### src/rtl/dtw_result_sel_if.sv
// Word-stream handshake between dtw_core and the downstream sink FIFO.
// Master drives wren/data, slave returns full.
interface dtw_result_sel_if;
  logic        wren;
  logic        full;
  logic [31:0] data;

  modport master (output wren, output data, input full);
  modport slave  (input wren, input data, output full);
endinterface

### src/rtl/dtw_result_sel.sv
// Reduces each frame of DTW last-row costs to a (min cost, position) record.
// Define DTW_RESULT_SEL_SECOND_EN to also track and emit the second-best cost.
module dtw_result_sel #(
  parameter int COST_W = 32,
  parameter int POS_W  = 32
) (
  input  logic                    clk,
  input  logic                    rst_n,
  input  logic [31:0]             ref_len,
  dtw_result_sel_if.slave         in_if,
  dtw_result_sel_if.master        out_if,
  output logic [15:0]             frame_cnt,
  output logic                    busy
);

  typedef enum logic [2:0] {
    ST_IDLE      = 3'd0,
    ST_SCAN      = 3'd1,
    ST_EMIT_COST = 3'd2,
    ST_EMIT_POS  = 3'd3
`ifdef DTW_RESULT_SEL_SECOND_EN
    , ST_EMIT_MIN2 = 3'd4
`endif
  } state_t;

  state_t              state_r;
  logic [31:0]         len_r;
  logic [31:0]         cnt_r;
  logic [COST_W-1:0]   min_r;
  logic [POS_W-1:0]    pos_r;
`ifdef DTW_RESULT_SEL_SECOND_EN
  logic [COST_W-1:0]   min2_r;
`endif
  logic                in_full_r;
  logic                out_wren_r;
  logic [31:0]         out_data_r;
  logic [15:0]         frame_cnt_r;

  logic                accept_s;
  logic [COST_W-1:0]   cost_s;
  logic [31:0]         first_len_s;
  logic                last_s;

  assign accept_s    = in_if.wren & ~in_full_r;
  assign cost_s      = in_if.data[COST_W-1:0];
  // A zero-length request still produces a well-formed one-word frame.
  assign first_len_s = (ref_len == 32'd0) ? 32'd1 : ref_len;
  assign last_s      = (cnt_r == (len_r - 32'd1));

  assign in_if.full   = in_full_r;
  assign out_if.wren  = out_wren_r;
  assign out_if.data  = out_data_r;
  assign frame_cnt    = frame_cnt_r;
  assign busy         = (state_r != ST_IDLE);

  // Frame scan / record emit FSM; in_full is registered from the next state.
  always_ff @(posedge clk or negedge rst_n) begin
    if (!rst_n) begin
      state_r     <= ST_IDLE;
      len_r       <= 32'd0;
      cnt_r       <= 32'd0;
      min_r       <= {COST_W{1'b0}};
      pos_r       <= {POS_W{1'b0}};
`ifdef DTW_RESULT_SEL_SECOND_EN
      min2_r      <= {COST_W{1'b0}};
`endif
      in_full_r   <= 1'b0;
      out_wren_r  <= 1'b0;
      out_data_r  <= 32'd0;
      frame_cnt_r <= 16'd0;
    end else begin
      out_wren_r <= 1'b0;
      case (state_r)
        ST_IDLE: begin
          if (accept_s) begin
            len_r <= first_len_s;
            min_r <= cost_s;
            pos_r <= {POS_W{1'b0}};
            cnt_r <= 32'd1;
`ifdef DTW_RESULT_SEL_SECOND_EN
            min2_r <= {COST_W{1'b1}};
`endif
            if (first_len_s == 32'd1) begin
              state_r   <= ST_EMIT_COST;
              in_full_r <= 1'b1;
            end else begin
              state_r   <= ST_SCAN;
            end
          end
        end
        ST_SCAN: begin
          if (accept_s) begin
            // Strict compare so the earliest position wins a tie.
            if (cost_s < min_r) begin
              min_r <= cost_s;
              pos_r <= POS_W'(cnt_r);
`ifdef DTW_RESULT_SEL_SECOND_EN
              min2_r <= min_r;
`endif
            end
`ifdef DTW_RESULT_SEL_SECOND_EN
            else if (cost_s < min2_r) begin
              min2_r <= cost_s;
            end
`endif
            cnt_r <= cnt_r + 32'd1;
            if (last_s) begin
              state_r   <= ST_EMIT_COST;
              in_full_r <= 1'b1;
            end
          end
        end
        ST_EMIT_COST: begin
          if (!out_if.full) begin
            out_wren_r <= 1'b1;
            out_data_r <= 32'(min_r);
            state_r    <= ST_EMIT_POS;
          end
        end
        ST_EMIT_POS: begin
          if (!out_if.full) begin
            out_wren_r <= 1'b1;
            out_data_r <= 32'(pos_r);
`ifdef DTW_RESULT_SEL_SECOND_EN
            state_r    <= ST_EMIT_MIN2;
`else
            state_r     <= ST_IDLE;
            in_full_r   <= 1'b0;
            frame_cnt_r <= frame_cnt_r + 16'd1;
`endif
          end
        end
`ifdef DTW_RESULT_SEL_SECOND_EN
        ST_EMIT_MIN2: begin
          if (!out_if.full) begin
            out_wren_r  <= 1'b1;
            out_data_r  <= 32'(min2_r);
            state_r     <= ST_IDLE;
            in_full_r   <= 1'b0;
            frame_cnt_r <= frame_cnt_r + 16'd1;
          end
        end
`endif
        default: begin
          state_r   <= ST_IDLE;
          in_full_r <= 1'b0;
        end
      endcase
    end
  end

endmodule

### src/flat_wrapper.sv
// flat-port wrapper written by rule: the top's interface ports become plain ports
module dtw_result_sel_flat 
#(
  parameter int COST_W = 32,
  parameter int POS_W  = 32
)
  (clk, rst_n, ref_len, frame_cnt, busy, in_if_wren, in_if_data, in_if_full, out_if_wren, out_if_data, out_if_full);
  dtw_result_sel_if in_if_i ();
  dtw_result_sel_if out_if_i ();
  input  logic clk;
  input  logic rst_n;
  input  logic [31:0] ref_len;
  output logic [15:0] frame_cnt;
  output logic busy;
  input wire logic [$bits(in_if_i.wren)-1:0] in_if_wren;
  input wire logic [$bits(in_if_i.data)-1:0] in_if_data;
  output wire logic [$bits(in_if_i.full)-1:0] in_if_full;
  output wire logic [$bits(out_if_i.wren)-1:0] out_if_wren;
  output wire logic [$bits(out_if_i.data)-1:0] out_if_data;
  input wire logic [$bits(out_if_i.full)-1:0] out_if_full;
  assign in_if_i.wren = in_if_wren;
  assign in_if_i.data = in_if_data;
  assign in_if_full = in_if_i.full;
  assign out_if_wren = out_if_i.wren;
  assign out_if_data = out_if_i.data;
  assign out_if_i.full = out_if_full;
  dtw_result_sel #(.COST_W(COST_W), .POS_W(POS_W)) u_core (.clk(clk), .rst_n(rst_n), .ref_len(ref_len), .in_if(in_if_i), .out_if(out_if_i), .frame_cnt(frame_cnt), .busy(busy));
endmodule
### config.mk
export PLATFORM = sky130hd
export DESIGN_NAME = dtw_result_sel_flat
export DESIGN_NICKNAME = d
export VERILOG_FILES = /design/src/rtl/dtw_result_sel_if.sv /design/src/rtl/dtw_result_sel.sv /design/src/flat_wrapper.sv
export SDC_FILE = /design/constraint.sdc
export NUM_CORES = 1
export LEC_CHECK = 0
export CAP_MARGIN = 0
export CORE_AREA = 3 3 137 139
export DETAILED_ROUTE_END_ITERATION = 6
export DIE_AREA = 0 0 140 142
export PLACE_DENSITY = 0.86
export SKIP_LAST_GASP = 1
export SLEW_MARGIN = 0
export SYNTH_ARGS = -nofsm -noshare
export SYNTH_HDL_FRONTEND = slang
export SYNTH_SLANG_ARGS = --single-unit
### constraint.sdc
create_clock -name clk -period 8.85 [get_ports clk]
set_clock_uncertainty 0.15 [all_clocks]
set_input_delay 1.77 -clock clk [delete_from_list [all_inputs] [get_ports clk]]
set_output_delay 1.77 -clock clk [all_outputs]
set_load 0.02 [all_outputs]
After elaboration in Yosys (flattened, before gate mapping). Index checks and enable logic that the tools add are counted. Widths: inputs -> output; s select.

Logic and storage cells: 72. Register bits after elaboration: 181. Bits of input ports: 68. Output and inout bits: 51.

Equal/unequal tests: 12. Bitwise gates (word level): 4. Reductions and logical operators: 13. Muxes and demuxes: 30. Add/subtract/negate cells: 3. Magnitude comparators: 1.

Operators by type and width (count): $mux 32 (11); $pmux 32 s2 (4); $add 32x1->32 const B (1); $eq 32x1->1 const B (1); $eq 32x32->1 (1); $logic_not 32->1 (1); $lt 32x32->1 (1); $sub 32x1->32 const B (1); $add 16x1->16 const B (1); $mux 3 (5); $pmux 3 s4 (1); $ne 2x1->1 const B (5); $mux 1 (7); $eq 3x2->1 const B (2); $reduce_and 3->1 (2); $reduce_and 6->1 (1); $reduce_and 5->1 (1); $ne 2x2->1 const B (2); $pmux 1 s4 (1); $reduce_and 2->1 (2); $reduce_and 4->1 (1); $reduce_bool 2->1 (2); $eq 3x1->1 const B (1); $logic_not 3->1 (1); other kinds (5) (7).

Logic depth before layout (Yosys ltp). Gate-level depths: netlist of run 1.

Depth after elaboration: 6. Depth in mapped cells: 12. Depth with buffers taken out: 10.

Worst setup path before layout of run 1. Ideal clock, no wire load.

Path type: input to register. Start: input port in_if_data[17]. End: register u_core.min_r[0]. Stages: 11. Setup time: 0.126 ns. Data required time: 8.574 ns. Data arrival time: 3.901 ns. Slack: 4.672 ns. Path buffers: 2. Path through: ha_1 -> a21o_1 -> a21o_1 -> a21o_1 -> a211oi_1 -> o21a_1 -> clkbuf_1 -> nor3b_1 -> clkbuf_1 -> a22o_1 -> a221o_1.

Longest elaborated chain between the ends: 3.

Ends and longest elaborated chain: from (decl) (RTL line flat_wrapper.sv:16) `input wire logic [$bits(in_if_i.data)-1:0] in_if_data;`; $lt 32x32->1 (RTL line dtw_result_sel.sv:94) `if (cost_s < min_r) begin`; $ne 2x1->1 (no line); $reduce_and 4->1 (no line); to (signal assigned) (RTL line dtw_result_sel.sv:62) `min_r <= {COST_W{1'b0}};`; to (signal assigned) (RTL line dtw_result_sel.sv:77) `min_r <= cost_s;`; to (signal assigned) (RTL line dtw_result_sel.sv:95) `min_r <= cost_s;`; to (decl) (RTL line dtw_result_sel.sv:29) `logic [COST_W-1:0] min_r;`.

No other way between the ends. A chain may end at the register's enable or synchronous reset.

Final worst setup path of run 1.
Start: input port in_if_data[17]. End: register u_core.pos_r[16].

Longest elaborated chain between the ends: 3.

Ends and longest elaborated chain: $lt 32x32->1 (RTL line dtw_result_sel.sv:94); $ne 2x1->1 (no line); $reduce_and 4->1 (no line); to (signal assigned) (RTL line dtw_result_sel.sv:63) `pos_r <= {POS_W{1'b0}};`; to (signal assigned) (RTL line dtw_result_sel.sv:78) `pos_r <= {POS_W{1'b0}};`; to (signal assigned) (RTL line dtw_result_sel.sv:96) `pos_r <= POS_W'(cnt_r);`; to (decl) (RTL line dtw_result_sel.sv:30) `logic [POS_W-1:0] pos_r;`.

No other way between the ends.

==> insert_results.sql, run 1 <==
INSERT INTO impl_metrics (metric_group, metric, value, unit) VALUES
('run_status', 'outcome', 'complete, no violations', ''),
('sta', 'holdWs', '331', 'ps'),
('setup_path', 'crit_path_max_fanout', '34', ''),
('synthesis', 'synth_flop_cell', 'sky130_fd_sc_hd__dfrtp_1', ''),
('floorplan', 'io_pins', '119', ''),
('clocking', 'clock_tree.root_cell', 'sky130_fd_sc_hd__clkbuf_16', ''),
('finish', 'final_net_count', '1359', ''),
('setup_path', 'critPathKind', 'in -> reg', ''),
('clocking', 'tritoncts', 'done', ''),
('sta', 'accumulated_negative_setup_slack', '0', 'ps'),
('synthesis', 'ys.warnings.count', '0', ''),
('synthesis', 'synthTopCellsByArea', 'sky130_fd_sc_hd__dfrtp_1 41%, sky130_fd_sc_hd__a22o_1 5.0%, sky130_fd_sc_hd__xnor2_1 4.7%, sky130_fd_sc_hd__ha_1 4.5%, sky130_fd_sc_hd__nand2_1 4.4%', ''),
('synthesis', 'syn-instance-count', '1171', ''),
('setup_path', 'capturing_element_type_of_the_critical_path', 'flip-flop', ''),
('synthesis', 'synth_top_cell_area_share', '0.414', ''),
('floorplan', 'core_region_area', '0.0178', 'mm^2'),
('clocking', 'cts-buffers-inserted', '17', ''),
('clocking', 'ctsHoldBuffers', '0', ''),
('synthesis', 'synth_edf_count', '0', ''),
('route', 'viasPerCell', '6.38', ''),
('grt', 'grt_first_pass_wirelength', '45500', 'um'),
('floorplan', 'die-width', '140', 'um'),
('floorplan', 'row_count', '49', ''),
('placement', 'globalplace.congestion', '0.891', ''),
('route', 'antenna_left', '0', ''),
('placement', 'number_of_buffers_added_on_ports', '118', ''),
('floorplan', 'height_of_the_die', '142', 'um'),
('grt', 'globalRouteTotalUtil', '0.279', ''),
('clocking', 'ctsHtreeMaxLevel', '4', ''),
('grt', 'antenna_found_initial', '0', ''),
('power', 'leak', '5.21', 'nW'),
('sta', 'min_period', '4990', 'ps'),
('sta', 'max_freq', '200', 'MHz'),
('route', 'drc', '0', ''),
('finish', 'post_layout_nonfiller_instances', '1493', ''),
('route', 'num_vias', '9520', ''),
('finish', 'num_antenna_cells', '0', ''),
('synthesis', 'avgSynthCellArea', '9.29', 'um^2'),
('sta', 'period_utilisation_layout', '0.564', ''),
('floorplan', 'starting_utilization_of_the_core_area', '0.612', ''),
('sta', 'grt_setup_unrepaired', 'no', ''),
('sta', 'setup_slack', '3860', 'ps'),
('grt', 'grt_max_degree', '102', ''),
('power', 'total_power', '0.00166', 'W'),
('route', 'drt_pre_antenna_iters', '6', ''),
('grt', 'overflow', '0', ''),
('synthesis', 'yosys.area.top_type', 'sky130_fd_sc_hd__dfrtp_1', ''),
('setup_path', 'worstPathRequired', '9030', 'ps'),
('synthesis', 'synthesis.area', '0.0109', 'mm^2'),
('finish', 'synthToLayoutAreaGrowth', '17.8', '%'),
('flow_run', 'drv_cap', '0', ''),
('synthesis', 'postSynth.asyncResetShare', '1.00', ''),
('placement', 'placed_insts', '1462', ''),
('sta', 'final-max-slew-violation-count', '0', ''),
('setup_path', 'worst-endpoint-arrival', '5180', 'ps'),
('sta', 'worstMarginPinSlew', '1120', 'ps'),
('clocking', 'tritoncts_num_sinks', '180', ''),
('route', 'wire_per_inst', '18.4', 'um'),
('synthesis', 'synth_cell_type_count', '72', ''),
('synthesis', 'postSynthRegisterBits', '180', ''),
('placement', 'post_place_setup_slack', '3420', 'ps'),
('route', 'postRouteWirelength', '27500', 'um'),
('sta', 'maxSlewHeadroom', '0.254', ''),
('clocking', 'ctsResizeCount', '0', ''),
('min_path', 'min-delay-path-class', 'reg -> reg', ''),
('clocking', 'max-clock-path-buffers', '2', ''),
('floorplan', 'area_of_the_die', '0.0199', 'mm^2'),
('power', 'max-vdd-ir-drop', '0.000141', 'V'),
('placement', 'detailed_place_hpwl', '19000', 'um'),
('grt', 'grt_pass1_vias', '9046', ''),
('finish', 'drive_gt1_frac', '0.0633', ''),
('route', 'dr.first_iter.drc_count', '912', ''),
('clocking', 'clkTransAtPathRegs', '70', 'ps'),
('sta', 'timing_hold_violations_final', '0', ''),
('synthesis', 'seq_area_frac_synth', '0.414', ''),
('finish', 'nFillCells', '1327', ''),
('sta', 'finalSetupViolCount', '0', ''),
('clocking', 'post_cts_buffers', '0', ''),
('synthesis', 'postSynthNetCount', '1278', ''),
('clocking', 'worst_skew_pair.late_latency', '430', 'ps'),
('setup_path', 'worstSetupStartpointType', 'input pin', ''),
('power', 'p_per_area', '130', 'mW/mm^2');
area by class of cell:
class,instances,area (um^2),share of cell area
clock buffer,20,457,0.0357
tap,229,287,0.0224
timing repair buffer,134,1300,0.102
sequential,180,4500,0.352
clock inverter,11,129,0.0101
multi-input combinational,845,5850,0.457
inverter,74,278,0.0217
registers in the layout (all words and copies together) (netlist names):
register / flops
u_core.state_r: 2
u_core.min_r: 32
u_core.cnt_r: 32
u_core.in_if.full: 1
u_core.len_r: 32
u_core.out_if.data: 32
u_core.pos_r: 32
u_core.frame_cnt: 16
u_core.out_if.wren: 1
logic make-up (layout without fill, tap and decap cells):
logic type	after synthesis	count (layout)	share of synthesized area
adders and majority gates	39	39	0.0449
and+or+nand+nor	384	384	0.180
DFF	180	180	0.414
muxes	38	38	0.0353
AOI/OAI and AO/OA	307	307	0.211
xor gates and xnor gates	77	77	0.0620
buffers and inverters	146	239	0.0525
Yosys cell counts (3+ instances only):
cell	n
sky130_fd_sc_hd__o31ai_1	32
sky130_fd_sc_hd__clkbuf_1	60
sky130_fd_sc_hd__nand2_1	127
sky130_fd_sc_hd__a31oi_1	36
sky130_fd_sc_hd__buf_1	4
sky130_fd_sc_hd__nand4_1	23
sky130_fd_sc_hd__and3_1	10
sky130_fd_sc_hd__o221ai_1	3
sky130_fd_sc_hd__nor4_1	19
sky130_fd_sc_hd__o21a_1	3
sky130_fd_sc_hd__mux2_2	3
sky130_fd_sc_hd__nand4b_1	3
sky130_fd_sc_hd__buf_2	6
sky130_fd_sc_hd__nor3_2	3
sky130_fd_sc_hd__o211ai_1	37
sky130_fd_sc_hd__nor2_1	60
sky130_fd_sc_hd__nand2b_1	6
sky130_fd_sc_hd__and2_1	5
sky130_fd_sc_hd__nor2b_1	4
sky130_fd_sc_hd__nor4_2	5
sky130_fd_sc_hd__a21oi_1	18
sky130_fd_sc_hd__xnor2_1	58
sky130_fd_sc_hd__a221o_1	32
sky130_fd_sc_hd__or3_1	11
sky130_fd_sc_hd__dfrtp_1	180
sky130_fd_sc_hd__o21ai_0	46
sky130_fd_sc_hd__nor3b_1	3
sky130_fd_sc_hd__mux2i_1	35
sky130_fd_sc_hd__xor2_1	19
sky130_fd_sc_hd__inv_1	74
sky130_fd_sc_hd__or4_1	5
sky130_fd_sc_hd__a21o_1	11
sky130_fd_sc_hd__ha_1	39
sky130_fd_sc_hd__a22o_1	62
sky130_fd_sc_hd__nor3_1	26
sky130_fd_sc_hd__nand3_1	57
worst paths after layout:
path / startpoint / endpoint / slack [ps] / depth (start not counted)
worst max-delay path: in_if_data[17] / u_core.pos_r[16] / 3860 / 11
worst min-delay path: u_core.out_if.data[4] / u_core.out_if.data[4] / 330 / 2
worst max register to register: u_core.state_r[1] / u_core.min_r[27] / 5160 / 10
worst min register to register: u_core.out_if.data[4] / u_core.out_if.data[4] / 330 / 2
max in group asynchronous: rst_n / u_core.len_r[24] / 5750 / 2
min in group asynchronous: rst_n / u_core.out_if.data[6] / 1260 / 1
per-stage QoR:
stage / area (um^2) / utilization
4_1_cts: 12800 / 0.720
6_report: 12800 / 0.720
2_1_floorplan: 10900 / -
3_3_place_gp: 12200 / 0.687
3_5_place_dp: 12200 / 0.687
5_1_grt: 12800 / 0.720
per-layer routing:
| metal | track usage | wire length (um) | part of all wire |
|---|---|---|---|
| met2 | 0.439 | 12600 | 0.46 |
| met3 | 0.0484 | 2010 | 0.073 |
| met1 | 0.397 | 12100 | 0.44 |
| met4 | 0.0959 | 702 | 0.026 |
| met5 | 0 | 0 | 0 |
worst max-delay path: stages:
cell and delay [ps]:
sky130_fd_sc_hd__clkdlybuf4s50_1 460, sky130_fd_sc_hd__ha_1 350, sky130_fd_sc_hd__a21o_1 190, sky130_fd_sc_hd__a21o_1 170, sky130_fd_sc_hd__a21o_1 170, sky130_fd_sc_hd__a211oi_1 230, sky130_fd_sc_hd__o21a_1 160, sky130_fd_sc_hd__buf_4 320
sky130_fd_sc_hd__nor2_1 160, sky130_fd_sc_hd__a2111o_1 800, sky130_fd_sc_hd__o211ai_1 380
layout by cell type, fill, tap and decap left out, drive strengths merged, types with 19 or more instances in the layout:
cell type,n
dfrtp,180
nand2,128
clkdlybuf4s50,117
inv,75
a22o,63
nor2,60
xnor2,58
nand3,57
o21ai,47
ha,39
o211ai,37
a31oi,36
mux2i,35
a221o,32
o31ai,32
nor3,29
nor4,26
nand4,25
clkbuf,20
xor2,19
where the power goes:
group | internal [W] | switching, W
Sequential | 0.000823 | 0.00000161
Combinational | 0.0000391 | 0.0000459
Clock | 0.000430 | 0.000323
Power figures use the tool's default switching activity.
==> run 2: changes to the inputs <==
--- a/config.mk
+++ b/config.mk
@@ -6,10 +6,10 @@
 export NUM_CORES = 1
 export LEC_CHECK = 0
 export CAP_MARGIN = 0
-export CORE_AREA = 3 3 137 139
+export CORE_AREA = 3 3 141 143
 export DETAILED_ROUTE_END_ITERATION = 6
-export DIE_AREA = 0 0 140 142
-export PLACE_DENSITY = 0.86
+export DIE_AREA = 0 0 144 146
+export PLACE_DENSITY = 0.82
 export SKIP_LAST_GASP = 1
 export SLEW_MARGIN = 0
 export SYNTH_ARGS = -nofsm -noshare
==> constraint.sdc (replaced) <==
create_clock -name clk -period 4.6 [get_ports clk]
set_clock_uncertainty 0.15 [all_clocks]
set_input_delay 0.92 -clock clk [delete_from_list [all_inputs] [get_ports clk]]
set_output_delay 0.92 -clock clk [all_outputs]
set_load 0.02 [all_outputs]
==> insert_results.sql, run 2 (synthesis results as in run 1) <==
INSERT INTO impl_metrics (metric_group, metric, value, unit) VALUES
('sta', 'finalSetupViolCount', '0', ''),
('finish', 'commonest_non_fill_non_tap_cell_in_the_layout', 'sky130_fd_sc_hd__dfrtp_1', ''),
('setup_path', 'path_cells', 'clkdlybuf4s50_1, ha_1, nand4_1, nor2_1, a21oi_1, o211ai_1, a32o_1, a31oi_1, o211ai_1', ''),
('sta', 'setup_slack', '955', 'ps'),
('floorplan', 'io_pins', '119', ''),
('setup_path', 'capturing_element_type_of_the_critical_path', 'flip-flop', ''),
('finish', 'utilization', '0.687', ''),
('finish', 'final_net_count', '1364', ''),
('clocking', 'clock_tree.root_cell', 'sky130_fd_sc_hd__clkbuf_16', ''),
('route', 'drc', '0', ''),
('power', 'leak', '5.24', 'nW'),
('clocking', 'tritoncts', 'done', ''),
('sta', 'period_utilisation_layout', '0.792', ''),
('floorplan', 'starting_utilization_of_the_core_area', '0.581', ''),
('grt', 'antenna_found_initial', '0', ''),
('finish', 'final_cell_mix', '180 x sky130_fd_sc_hd__dfrtp_1, 127 x sky130_fd_sc_hd__nand2_1, 117 x sky130_fd_sc_hd__clkdlybuf4s50_1', ''),
('placement', 'detailed_place_hpwl', '19400', 'um'),
('clocking', 'ctsHtreeMaxLevel', '4', ''),
('sta', 'final-max-slew-violation-count', '0', ''),
('placement', 'number_of_buffers_added_on_ports', '118', ''),
('power', 'p_per_area', '250', 'mW/mm^2'),
('finish', 'num_antenna_cells', '0', ''),
('floorplan', 'row_count', '50', ''),
('finish', 'drive_gt1_frac', '0.0662', ''),
('setup_path', 'worstPathRequired', '4790', 'ps'),
('floorplan', 'height_of_the_die', '146', 'um'),
('grt', 'global_route.usage.met3', '0.0388', ''),
('power', 'max-vdd-ir-drop', '0.000253', 'V'),
('sta', 'grt_setup_unrepaired', 'no', ''),
('grt', 'globalRoute.busiestLayer', 'met2', ''),
('setup_path', 'worst-path-buf-inv', '1', ''),
('sta', 'timing_hold_violations_final', '0', ''),
('setup_path', 'worstSetupStartpointType', 'input pin', ''),
('route', 'antenna_left', '0', ''),
('placement', 'globalplace.congestion', '0.914', ''),
('grt', 'grt_max_degree', '75', ''),
('setup_path', 'rr_worst_depth', '10', ''),
('clocking', 'tritoncts_num_sinks', '180', ''),
('grt', 'grt_pass1_vias', '9096', ''),
('flow_run', 'drv_cap', '0', ''),
('setup_path', 'critical_r2r_capture', 'u_core.state_r[0]', ''),
('sta', 'holdWs', '323', 'ps'),
('clocking', 'max-clock-path-buffers', '2', ''),
('route', 'viasPerCell', '6.34', ''),
('clocking', 'post_cts_buffers', '0', ''),
('floorplan', 'die-width', '144', 'um'),
('min_path', 'min-delay-path-class', 'in -> async', ''),
('setup_path', 'timing.rr.start', 'u_core.len_r[0]', ''),
('floorplan', 'core_region_area', '0.0187', 'mm^2'),
('sta', 'worstMarginPinSlew', '1250', 'ps'),
('route', 'dr.first_iter.drc_count', '628', ''),
('setup_path', 'worst-r2r-setup-slack', '1230', 'ps'),
('clocking', 'clkTransAtPathRegs', '70', 'ps'),
('finish', 'synthToLayoutAreaGrowth', '18.2', '%'),
('placement', 'post_place_setup_slack', '616', 'ps'),
('grt', 'grt_first_pass_wirelength', '45200', 'um'),
('grt', 'groute.layer.met2.usage', '0.412', ''),
('grt', 'globalRouteTotalUtil', '0.263', ''),
('clocking', 'worst_skew_pair.late_latency', '440', 'ps'),
('route', 'num_vias', '9523', ''),
('sta', 'maxSlewHeadroom', '0.167', ''),
('setup_path', 'critPathKind', 'in -> reg', ''),
('setup_path', 'cp_slowest_cell', 'sky130_fd_sc_hd__a32o_1', ''),
('route', 'wire_per_inst', '18.3', 'um'),
('setup_path', 'worst-endpoint-arrival', '3840', 'ps'),
('grt', 'overflow', '0', ''),
('grt', 'grt_util_met1', '0.378', ''),
('setup_path', 'critical_path.max_stage_delay', '1010', 'ps'),
('clocking', 'ctsHoldBuffers', '0', ''),
('sta', 'max_freq', '274', 'MHz'),
('sta', 'min_period', '3640', 'ps'),
('setup_path', 'critPathTopFamily', 'compound AO/OA/AOI/OAI gates', ''),
('clocking', 'ctsResizeCount', '0', ''),
('setup_path', 'crit_path_max_fanout', '32', ''),
('floorplan', 'area_of_the_die', '0.0210', 'mm^2'),
('clocking', 'cts-buffers-inserted', '17', ''),
('setup_path', 'crit_top_cell', 'sky130_fd_sc_hd__o211ai_1', ''),
('route', 'drt_pre_antenna_iters', '6', ''),
('run_status', 'outcome', 'complete, no violations', ''),
('route', 'postRouteWirelength', '27500', 'um'),
('sta', 'accumulated_negative_setup_slack', '0', 'ps');
==> run 2: cell types whose count changed in the layout (fill, tap and decap cells not counted), sizes merged <==
cell,previous run,this run
clkinv,3,2
clkinvlp,5,2
inv,75,80
buf,17,22
clkbuf,20,19
==> run 2: worst max-delay path by stage <==
stage | startpoint | to | slack [ps] | depth (start not counted)
3_3_place_gp | in_if_data[15] | u_core.pos_r[23] | 700 | 9
4_1_cts | in_if_data[14] | u_core.pos_r[24] | 1020 | 9
3_5_place_dp | in_if_data[14] | u_core.pos_r[29] | 620 | 9
6_report | in_if_data[14] | u_core.pos_r[24] | 960 | 9
2_1_floorplan | in_if_data[17] | u_core.min_r[0] | 1270 | 11
5_1_grt | in_if_data[14] | u_core.pos_r[25] | 810 | 9
==> run 2: area by class of cell <==
type	count	area, um^2
Sequential cell	180	4500
Tap cell	234	293
Inverter	74	278
Clock buffer	19	433
Timing Repair Buffer	139	1350
Clock inverter	12	145
Fill cell	1457	5850
Multi-Input combinational cell	845	5850
==> run 2: per-stage QoR <==
| step | cell area [um^2] | total power, W | instances |
|---|---|---|---|
| after floorplan | 10900 | 0.00166 | 1171 |
| after global placement | 12300 | 0.00178 | 1472 |
| after detailed placement | 12300 | 0.00178 | 1472 |
| after CTS | 12900 | 0.00323 | 1503 |
| after global routing | 12900 | 0.00330 | 1503 |
| final | 12900 | 0.00321 | 1503 |
==> run 2: power by group <==
| part | total, W | internal (W) | switching [W] |
|---|---|---|---|
| clock network | 0.00146 | 0.000810 | 0.000646 |
| logic | 0.000168 | 0.0000772 | 0.0000905 |
| registers | 0.00159 | 0.00158 | 0.00000326 |
==> run 2: metal layers <==
layer | part of all wire | routed length, um | vias to the layer above
met1 | 0.46 | 12600 | 4653
met3 | 0.056 | 1550 | 38
met4 | 0.024 | 660 | 0
met5 | 0 | 0 | -
li1 | - | - | 4506
met2 | 0.46 | 12700 | 326
